===== src/rtl/cpu_pkg.sv =====
// -----------------------------------------------------------------------------
// cpu_pkg
// Shared encodings for the CPU control unit: instruction op field values,
// system-function codes, branch condition codes, the two pass-through ALU
// operations and the control FSM state type. Also provides the branch
// condition evaluator used by the decoder.
// -----------------------------------------------------------------------------
package cpu_pkg;

    // Op field IR[15:13]; 3'b110 and 3'b111 are undefined
    localparam logic [2:0] OP_SYS = 3'b000;
    localparam logic [2:0] OP_ALU = 3'b001;
    localparam logic [2:0] OP_LD  = 3'b010;
    localparam logic [2:0] OP_ST  = 3'b011;
    localparam logic [2:0] OP_BCC = 3'b100;
    localparam logic [2:0] OP_JMP = 3'b101;

    // Function field values that are defined under OP_SYS
    localparam logic [3:0] F_NOP  = 4'h0;
    localparam logic [3:0] F_HALT = 4'hF;

    // Branch condition field IR[10:8]
    localparam logic [2:0] COND_AL  = 3'b000;
    localparam logic [2:0] COND_Z   = 3'b001;
    localparam logic [2:0] COND_NZ  = 3'b010;
    localparam logic [2:0] COND_N   = 3'b011;
    localparam logic [2:0] COND_NN  = 3'b100;
    localparam logic [2:0] COND_C   = 3'b101;
    localparam logic [2:0] COND_NC  = 3'b110;
    localparam logic [2:0] COND_ILL = 3'b111;

    // ALU operations that route one operand straight through
    localparam logic [3:0] ALU_PASS_R = 4'hE;
    localparam logic [3:0] ALU_PASS_S = 4'hF;

    // Control FSM states; ST_STALL is only reachable in single-step builds
    typedef enum logic [2:0] {
        ST_IDLE   = 3'd0,
        ST_FETCH  = 3'd1,
        ST_DECODE = 3'd2,
        ST_EXEC   = 3'd3,
        ST_MEM    = 3'd4,
        ST_HALT   = 3'd5,
        ST_STALL  = 3'd6
    } cpu_state_t;

    // Evaluates a branch condition against the {n,z,c} flags
    function automatic logic cond_met(input logic [2:0] cond, input logic [2:0] flags);
        logic n, z, c;
        n = flags[2];
        z = flags[1];
        c = flags[0];
        case (cond)
            COND_AL: return 1'b1;
            COND_Z:  return z;
            COND_NZ: return !z;
            COND_N:  return n;
            COND_NN: return !n;
            COND_C:  return c;
            COND_NC: return !c;
            default: return 1'b0;
        endcase
    endfunction

endpackage


===== src/rtl/cpu_cu_decode.sv =====
// -----------------------------------------------------------------------------
// cpu_cu_decode
// Purely combinational instruction classifier. Looks only at the upper byte
// of the instruction register (op, function and condition fields) and reports
// which instruction class is present and whether a branch is taken.
//
// Ports:
//   ir_hi       in  8  IR[15:8]
//   alu_status  in  3  {n,z,c} flags from the execution unit
//   is_halt     out 1  OP_SYS with F_HALT
//   is_illegal  out 1  undefined op, undefined SYS function or cond 111
//   is_alu      out 1  ALU register-register operation
//   is_ld       out 1  load
//   is_st       out 1  store
//   is_jmp      out 1  register-indirect jump
//   take_branch out 1  conditional branch whose condition holds
// -----------------------------------------------------------------------------
module cpu_cu_decode
    import cpu_pkg::*;
(
    input  logic [7:0] ir_hi,
    input  logic [2:0] alu_status,
    output logic       is_halt,
    output logic       is_illegal,
    output logic       is_alu,
    output logic       is_ld,
    output logic       is_st,
    output logic       is_jmp,
    output logic       take_branch
);

    logic [2:0] op;
    logic [3:0] f;
    logic [2:0] cond;

    assign op   = ir_hi[7:5];
    assign f    = ir_hi[4:1];
    assign cond = ir_hi[2:0];

    // Classify the instruction; a NOP or an untaken branch leaves every
    // output low, which the FSM treats as "back to fetch".
    always_comb begin
        is_halt     = 1'b0;
        is_illegal  = 1'b0;
        is_alu      = 1'b0;
        is_ld       = 1'b0;
        is_st       = 1'b0;
        is_jmp      = 1'b0;
        take_branch = 1'b0;
        case (op)
            OP_SYS: begin
                if (f == F_HALT)
                    is_halt = 1'b1;
                else if (f != F_NOP)
                    is_illegal = 1'b1;
            end
            OP_ALU: is_alu = 1'b1;
            OP_LD:  is_ld  = 1'b1;
            OP_ST:  is_st  = 1'b1;
            OP_BCC: begin
                if (cond == COND_ILL)
                    is_illegal = 1'b1;
                else
                    take_branch = cond_met(cond, alu_status);
            end
            OP_JMP: is_jmp = 1'b1;
            default: is_illegal = 1'b1;
        endcase
    end

endmodule


===== src/rtl/cpu_cu.sv =====
// -----------------------------------------------------------------------------
// cpu_cu
// Control unit for the CPU execution unit. A fetch/decode/execute FSM that
// drives every execution-unit control line and owns the memory req/ack
// handshake, so any number of memory wait states is tolerated.
//
// Build option: CPU_CU_SINGLE_STEP_EN adds a 'step' input and a STALL state
// that every return to FETCH passes through; the core then advances one
// instruction per sampled step=1.
//
// Ports:
//   clock       in  1   system clock, rising edge
//   reset       in  1   asynchronous, active-low reset
//   step        in  1   (single-step builds only) release from STALL
//   IR          in  16  instruction register contents
//   alu_status  in  3   {n,z,c} flags
//   mem_ack     in  1   memory completes the current request this cycle
//   ir_ld, pc_inc, pc_ld, pc_sel, reg_we, adr_sel, s_sel
//               out 1   execution-unit controls
//   w_adr, r_adr, s_adr out 3  register addresses (IR[8:6], IR[5:3], IR[2:0])
//   alu_op      out 4   ALU operation
//   mem_req     out 1   memory request, held until mem_ack
//   mem_we      out 1   write qualifier for mem_req
//   halted      out 1   core stopped
//   illegal     out 1   sticky: stopped on an undefined opcode
// -----------------------------------------------------------------------------
module cpu_cu
    import cpu_pkg::*;
(
    input  logic        clock,
    input  logic        reset,
`ifdef CPU_CU_SINGLE_STEP_EN
    input  logic        step,
`endif
    input  logic [15:0] IR,
    input  logic [2:0]  alu_status,
    input  logic        mem_ack,
    output logic        ir_ld,
    output logic        pc_inc,
    output logic        pc_ld,
    output logic        pc_sel,
    output logic        reg_we,
    output logic        adr_sel,
    output logic        s_sel,
    output logic [2:0]  w_adr,
    output logic [2:0]  r_adr,
    output logic [2:0]  s_adr,
    output logic [3:0]  alu_op,
    output logic        mem_req,
    output logic        mem_we,
    output logic        halted,
    output logic        illegal
);

`ifdef CPU_CU_SINGLE_STEP_EN
    localparam cpu_state_t FETCH_ENTRY = ST_STALL;
`else
    localparam cpu_state_t FETCH_ENTRY = ST_FETCH;
`endif

    cpu_state_t state, state_nxt;

    logic is_halt, is_illegal, is_alu, is_ld, is_st, is_jmp, take_branch;

    cpu_cu_decode u_decode (
        .ir_hi       (IR[15:8]),
        .alu_status  (alu_status),
        .is_halt     (is_halt),
        .is_illegal  (is_illegal),
        .is_alu      (is_alu),
        .is_ld       (is_ld),
        .is_st       (is_st),
        .is_jmp      (is_jmp),
        .take_branch (take_branch)
    );

    assign w_adr  = IR[8:6];
    assign r_adr  = IR[5:3];
    assign s_adr  = IR[2:0];
    assign halted = (state == ST_HALT);

    // State register plus the sticky illegal flag. The flag is set on the
    // same edge that moves DECODE into HALT, so it is valid in the first
    // halted cycle; only reset clears it.
    always_ff @(posedge clock or negedge reset) begin
        if (!reset) begin
            state   <= ST_IDLE;
            illegal <= 1'b0;
        end else begin
            state <= state_nxt;
            if (state == ST_DECODE && is_illegal)
                illegal <= 1'b1;
        end
    end

    // Next-state selection. Every return to fetch goes through FETCH_ENTRY
    // so the single-step build can interpose its STALL state.
    always_comb begin
        state_nxt = state;
        case (state)
            ST_IDLE:  state_nxt = FETCH_ENTRY;
            ST_FETCH: if (mem_ack) state_nxt = ST_DECODE;
            ST_DECODE: begin
                if (is_halt || is_illegal)
                    state_nxt = ST_HALT;
                else if (is_alu || is_jmp)
                    state_nxt = ST_EXEC;
                else if (is_ld || is_st)
                    state_nxt = ST_MEM;
                else
                    state_nxt = FETCH_ENTRY;
            end
            ST_EXEC:  state_nxt = FETCH_ENTRY;
            ST_MEM:   if (mem_ack) state_nxt = FETCH_ENTRY;
            ST_HALT:  state_nxt = ST_HALT;
`ifdef CPU_CU_SINGLE_STEP_EN
            ST_STALL: if (step) state_nxt = ST_FETCH;
`endif
            default:  state_nxt = ST_IDLE;
        endcase
    end

    // Control outputs decoded from state and IR. Controls that commit a
    // memory result (ir_ld, pc_inc, LD's reg_we/s_sel) are qualified by
    // mem_ack so wait cycles leave the datapath untouched. Because the
    // state resets asynchronously to IDLE, all controls drop at once.
    always_comb begin
        ir_ld   = 1'b0;
        pc_inc  = 1'b0;
        pc_ld   = 1'b0;
        pc_sel  = 1'b0;
        reg_we  = 1'b0;
        adr_sel = 1'b0;
        s_sel   = 1'b0;
        mem_req = 1'b0;
        mem_we  = 1'b0;
        alu_op  = 4'h0;
        case (state)
            ST_FETCH: begin
                mem_req = 1'b1;
                ir_ld   = mem_ack;
                pc_inc  = mem_ack;
            end
            ST_DECODE: begin
                pc_ld = take_branch;
            end
            ST_EXEC: begin
                if (is_alu) begin
                    alu_op = IR[12:9];
                    reg_we = 1'b1;
                end else if (is_jmp) begin
                    alu_op = ALU_PASS_R;
                    pc_sel = 1'b1;
                    pc_ld  = 1'b1;
                end
            end
            ST_MEM: begin
                adr_sel = 1'b1;
                mem_req = 1'b1;
                alu_op  = ALU_PASS_S;
                if (is_ld) begin
                    reg_we = mem_ack;
                    s_sel  = mem_ack;
                end else begin
                    mem_we = 1'b1;
                end
            end
            default: ;
        endcase
    end

endmodule


===== config.mk =====
export PLATFORM = sky130hd
export DESIGN_NAME = cpu_cu
export DESIGN_NICKNAME = d
export VERILOG_FILES = /design/src/rtl/cpu_pkg.sv /design/src/rtl/cpu_cu_decode.sv /design/src/rtl/cpu_cu.sv
export SDC_FILE = /design/constraint.sdc
export NUM_CORES = 1
export LEC_CHECK = 0
export ABC_AREA = 1
export BUFFER_PORTS_ARGS = -buffer_cell sky130_fd_sc_hd__clkbuf_2
export CELL_PAD_IN_SITES_DETAIL_PLACEMENT = 0
export CELL_PAD_IN_SITES_GLOBAL_PLACEMENT = 1
export CORE_AREA = 2 2 52 54
export DETAILED_ROUTE_END_ITERATION = 8
export DIE_AREA = 0 0 54 56
export PLACE_DENSITY_LB_ADDON = 0.05
export SYNTH_ARGS = -nofsm -noshare
export SYNTH_HDL_FRONTEND = slang
export SYNTH_SLANG_ARGS = --single-unit

===== constraint.sdc =====
create_clock -name clock -period 1.8 [get_ports clock]
set_input_delay 0.09 -clock clock [delete_from_list [all_inputs] [get_ports clock]]
set_output_delay 0.09 -clock clock [all_outputs]
set_load 0.01 [all_outputs]

; ---- Yosys cells after proc, flatten, opt, wreduce, memory -nomap -nowiden
; Index checks and enable logic that the tools add are counted.
[totals]
elab_cells = 72
ff_bits = 4
out_inout_bits = 24
in_bits = 22
[classes]
eq_ne = 20
n_reduce_logical = 15
muxes = 35
[ops]
columns = op, n
row1 = $eq A3 B3 Y1 const B, 8
row2 = $mux W1, 22
row3 = $eq A3 B2 Y1 const B, 6
row4 = $mux W3, 5
row5 = $pmux W3 S5, 1
row6 = $eq A3 B1 Y1 const B, 3
row7 = $logic_not A3 Y1, 3
row8 = $mux W4, 2
row9 = $pmux W4 S2, 1
row10 = $pmux W1 S7, 1
row11 = $eq A4 B4 Y1 const B, 1
row12 = $ne A2 B2 Y1 const B, 2
row13 = $pmux W1 S2, 2
row14 = $reduce_bool A4 Y1, 1
row15 = $reduce_or A2 Y1, 2
row16 = $reduce_or A4 Y1, 1
row17 = $logic_not A1 Y1, 3
row18 = $logic_or A1 B1 Y1, 3
row19 = $pmux W1 S3, 1
row20 = $reduce_and A2 Y1, 1
row21 = $logic_and A1 B1 Y1, 1

; ---- Depth between registers and ports, before layout
[depth]
ltp_word = 7
ltp_mapped = 7
ltp_nobuf = 7

; ---- Modules after synthesis
; A second synthesis with hierarchy kept.
[unflattened]
cells_unflattened = 110
hier_area_um2 = 628.1
[by_module_without_submodules]
columns = module, area_per_inst_um2, n_inst, cells_each, seq_area_each_um2
row1 = cpu_cu, 445.4, 1, 70, 100.1
row2 = cpu_cu_decode, 182.7, 1, 40, 0.0

; ---- Worst setup path after synthesis
; OpenSTA, ideal clock, no wires.
[synth_path]
path_type = reg2out
startpoint = reg state[1]
endpoint = out reg_we
t_arrival_ps = 1145
path_slack_ps = 565
required_ps = 1710
path_buffers = 0
stages_incl_launch_ff = 5
cell_sequence = dfrtp_1 -> nor2_4 -> nand2_4 -> nor4_4 -> o21bai_1
[synth_via]
elab_chain_cells = 2
word_cells_on_any_way = 3
cone_classes = eq/ne: 2 / mux: 1
[synth_rtl]
columns = item, line_no
row1 = from (decl), cpu_cu.sv:61  ; cpu_state_t state, state_nxt;
row2 = from (signal assigned), cpu_cu.sv:90  ; state <= state_nxt;
row3 = $eq A3 B3 Y1 or $eq A3 B2 Y1 (tied branches), cpu_cu.sv:138  ; case (state)
row4 = $pmux W1 S2 *, cpu_cu.sv:138
row5 = to (decl), cpu_cu.sv:42  ; output logic reg_we,
; Every way passes the cells marked *; elsewhere a longest branch is shown, timed or not.

; ---- Final worst setup path
; Same ends and word-level chain as after synthesis.

==> impl_metrics.tcl <==
set metrics [dict create \
    critical_path.max_fanout 8 \
    stdcell_count 147 \
    placed_cells 143 \
    io-pin-count 46 \
    power.leakage_uw 0.0004320 \
    hold_violations 0 \
    start_util_pct 23.92 \
    clk_pin_slew_worst_paths_ns 0.04 \
    yosysWarnings 0 \
    gp_congestion 0.7066 \
    max_stage_delay_ns 0.46 \
    combPwrFrac_pct 59.7 \
    syn_nets 117 \
    clock_skew_ns 0.003747 \
    cts-root-buf "clkbuf_4" \
    ff2ff_setup_slack_ns 0.64 \
    num-fill-cells 296 \
    die_area_sq_um 3024 \
    swShare_pct 49.49 \
    powerDensity_nw_per_um2 1067 \
    crit_start "state[1]" \
    via_per_inst 4.320 \
    required_ns 1.71 \
    routedWlPerCell_um 10.11 \
    synth_cell_type_count 23 \
    status "completed" \
    synth.avg_cell_area_sq_um 6.124 \
    cap_viol_max_count 0 \
    final_nets 141 \
    rr_endpoint "state[0]" \
    placed_area_sq_um 684.4 \
    worstMarginPinSlew_ns 0.2778 \
    cts_buffers 3 \
    cp_data_arrival_time_ns 1.46 \
    hold_depth 0 \
    min_path_type "input pin to output pin" \
    drtPass1Iterations 4 \
    synth_cells 95 \
    period_minus_slack_ns 1.550 \
    tritoncts "done" \
    hold-path-endpoint "w_adr[1]" \
    drt_wl_total_um 1486 \
    p_total_uw 765.1 \
    tns_ns 0 \
    clk_latency_ns 0.23 \
    grt_pass1_wl_um 2449 \
    detail-route-antenna-nets 0 \
    path_cells "nor2_4 > nand2_4 > nor4_4 > o21bai_1 > clkbuf_2" \
    core_sq_um 2432 \
    rr_worst_depth 7 \
    num_vias 635 \
    slew_violations 0 \
    antenna_cells 0 \
    cts_setup_buffers 0 \
    cts.sinks 4 \
    p_switching_uw 378.7 \
    hpwl_um 1319 \
    ys_seq_area_share_pct 17.20 \
    timing.fmax_mhz 645.1 \
    drt_iter0_drc 4 \
    num_rows 18 \
    clockBufferDepth 2 \
    reg2reg_from "state[1]" \
    ys_seq_elements 4 \
    clockPowerShare_pct 14.2 \
    rsz0062_at_grt "false" \
    cp_slowest_cell "dfrtp_1" \
    worstHoldStart "IR[7]" \
    period_share_pct 86.12 \
    htreeDepth 1 \
    crit_type "flip-flop to output pin" \
    drive_gt1_share_pct 36.75 \
    p_seq_share_pct 26.1 \
    grt_max_degree 10 \
    end_kind "output pin" \
    slew_headroom_pct 81.48 \
    irDropWorstVdd_v 0.0005753 \
    die_h_um 56 \
    antenna_found_initial 0 \
    worstSetupStartpointType "flip-flop" \
    internal_power_uw 386.5 \
    grt_pass1_vias 587 \
    port_buffers 29 \
    area_growth_pct 23.23 \
    fp.dieW_um 54 \
    final_area_sq_um 716.9 \
    setup_viol 0 \
    grt_overflow 0 \
    netlist_area_sq_um 581.8 \
    drc_errors 0 \
    track_usage_pct 10.74 \
]
flip-flops by register name, summed over array words and instances (netlist names):
signal,flops
state,3
illegal,1
cell usage in the layout (no fill, tap or decap), types with 2 or more instances in the layout:
cell type and instances:
nor2_1 12, o211ai_1 2, nor2_2 2, inv_2 4
nand3_1 9, a21oi_1 5, o21ai_0 2, nand2_1 17
inv_1 15, dfrtp_1 4, nand4_1 2, clkbuf_4 3
clkbuf_2 29
layout make-up:
type	instances	area (sq um)	area share, %
multi-input cells	61	330.3	46.07
repair buffers	30	155.1	21.64
flip-flops and latches	4	100.1	13.96
inverters	19	71.32	9.948
well taps	30	37.54	5.236
clock buffers	3	22.52	3.141
metal layers:
layer	GRT usage (%)	share of wire, %
met5	0	0
met4	3.571	1.0
met3	1.613	9.4
met2	16.20	40
met1	15.26	49
critical path, delay by kind of cell, from the launching register on:
family	cells	cell delay, ns
buf+inv	1	0.15
simple gates	3	0.47
flops	1	0.46
compound gates	1	0.14
how the worst max path moves through the flow:
stage / to / slack [ns] / cells after the start
2_1_floorplan: reg_we / 0.57 / 4
3_3_place_gp: reg_we / 0.50 / 5
3_5_place_dp: reg_we / 0.48 / 5
4_1_cts: reg_we / 0.22 / 5
5_1_grt: reg_we / 0.11 / 5
6_report: reg_we / 0.25 / 5
power groups by stage:
stage | Combinational (uW) | Sequential [uW] | Clock, uW
after floorplan | 326 | 199 | 0
after global placement | 468 | 202 | 0
after detailed placement | 462 | 203 | 0
after CTS | 465 | 201 | 114
after global routing | 532 | 209 | 121
final | 457 | 200 | 109
what timing repair did:
| item | CTS | global route |
|---|---|---|
| hold buffers | 1 | 0 |
| hold endpoints to repair | 4 | 0 |
| resized for setup | 0 | 0 |
logic make-up (layout without fill, tap and decap cells):
logic type / after synthesis / in the layout / synth area share [%]
AO/OA/AOI/OAI: 13 / 13 / 13.55
buffers and inverters: 30 / 52 / 26.02
flip-flops: 4 / 4 / 17.20
AND/OR/NAND/NOR: 48 / 48 / 43.22
Yosys cell counts:
| library cell | instances | area, sq um |
|---|---|---|
| nand2_1 | 17 | 63.81 |
| inv_1 | 15 | 56.30 |
| nor2_1 | 12 | 45.04 |
| buf_4 | 10 | 75.07 |
| nand3_1 | 9 | 45.04 |
| a21oi_1 | 5 | 25.02 |
| dfrtp_1 | 4 | 100.1 |
| inv_2 | 4 | 15.01 |
| nand4_1 | 2 | 12.51 |
| nor2_2 | 2 | 12.51 |
| o211ai_1 | 2 | 15.01 |
| o21ai_0 | 2 | 10.01 |
| buf_2 | 1 | 5.000 |
| nand2_4 | 1 | 11.26 |
| nand4_2 | 1 | 12.51 |
| nor2_4 | 1 | 11.26 |
| nor3_2 | 1 | 10.01 |
| nor4_4 | 1 | 21.27 |
| o2111ai_1 | 1 | 8.760 |
| o21ai_1 | 1 | 5.000 |
| o21bai_1 | 1 | 7.510 |
| o31ai_1 | 1 | 7.510 |
| or2_1 | 1 | 6.260 |
per-stage QoR:
step                hold slack, ns  utilization (%)  worst slack (ns)
global placement           -0.1025            28.14            0.4970
floorplan                  -0.2056                -            0.5653
finish                      0.1800            29.48            0.2499
global route                0.1800            29.48            0.1111
CTS                         0.1801            29.48            0.2249
detailed placement         -0.1014            28.14            0.4807
Power figures use the tool's default switching activity.
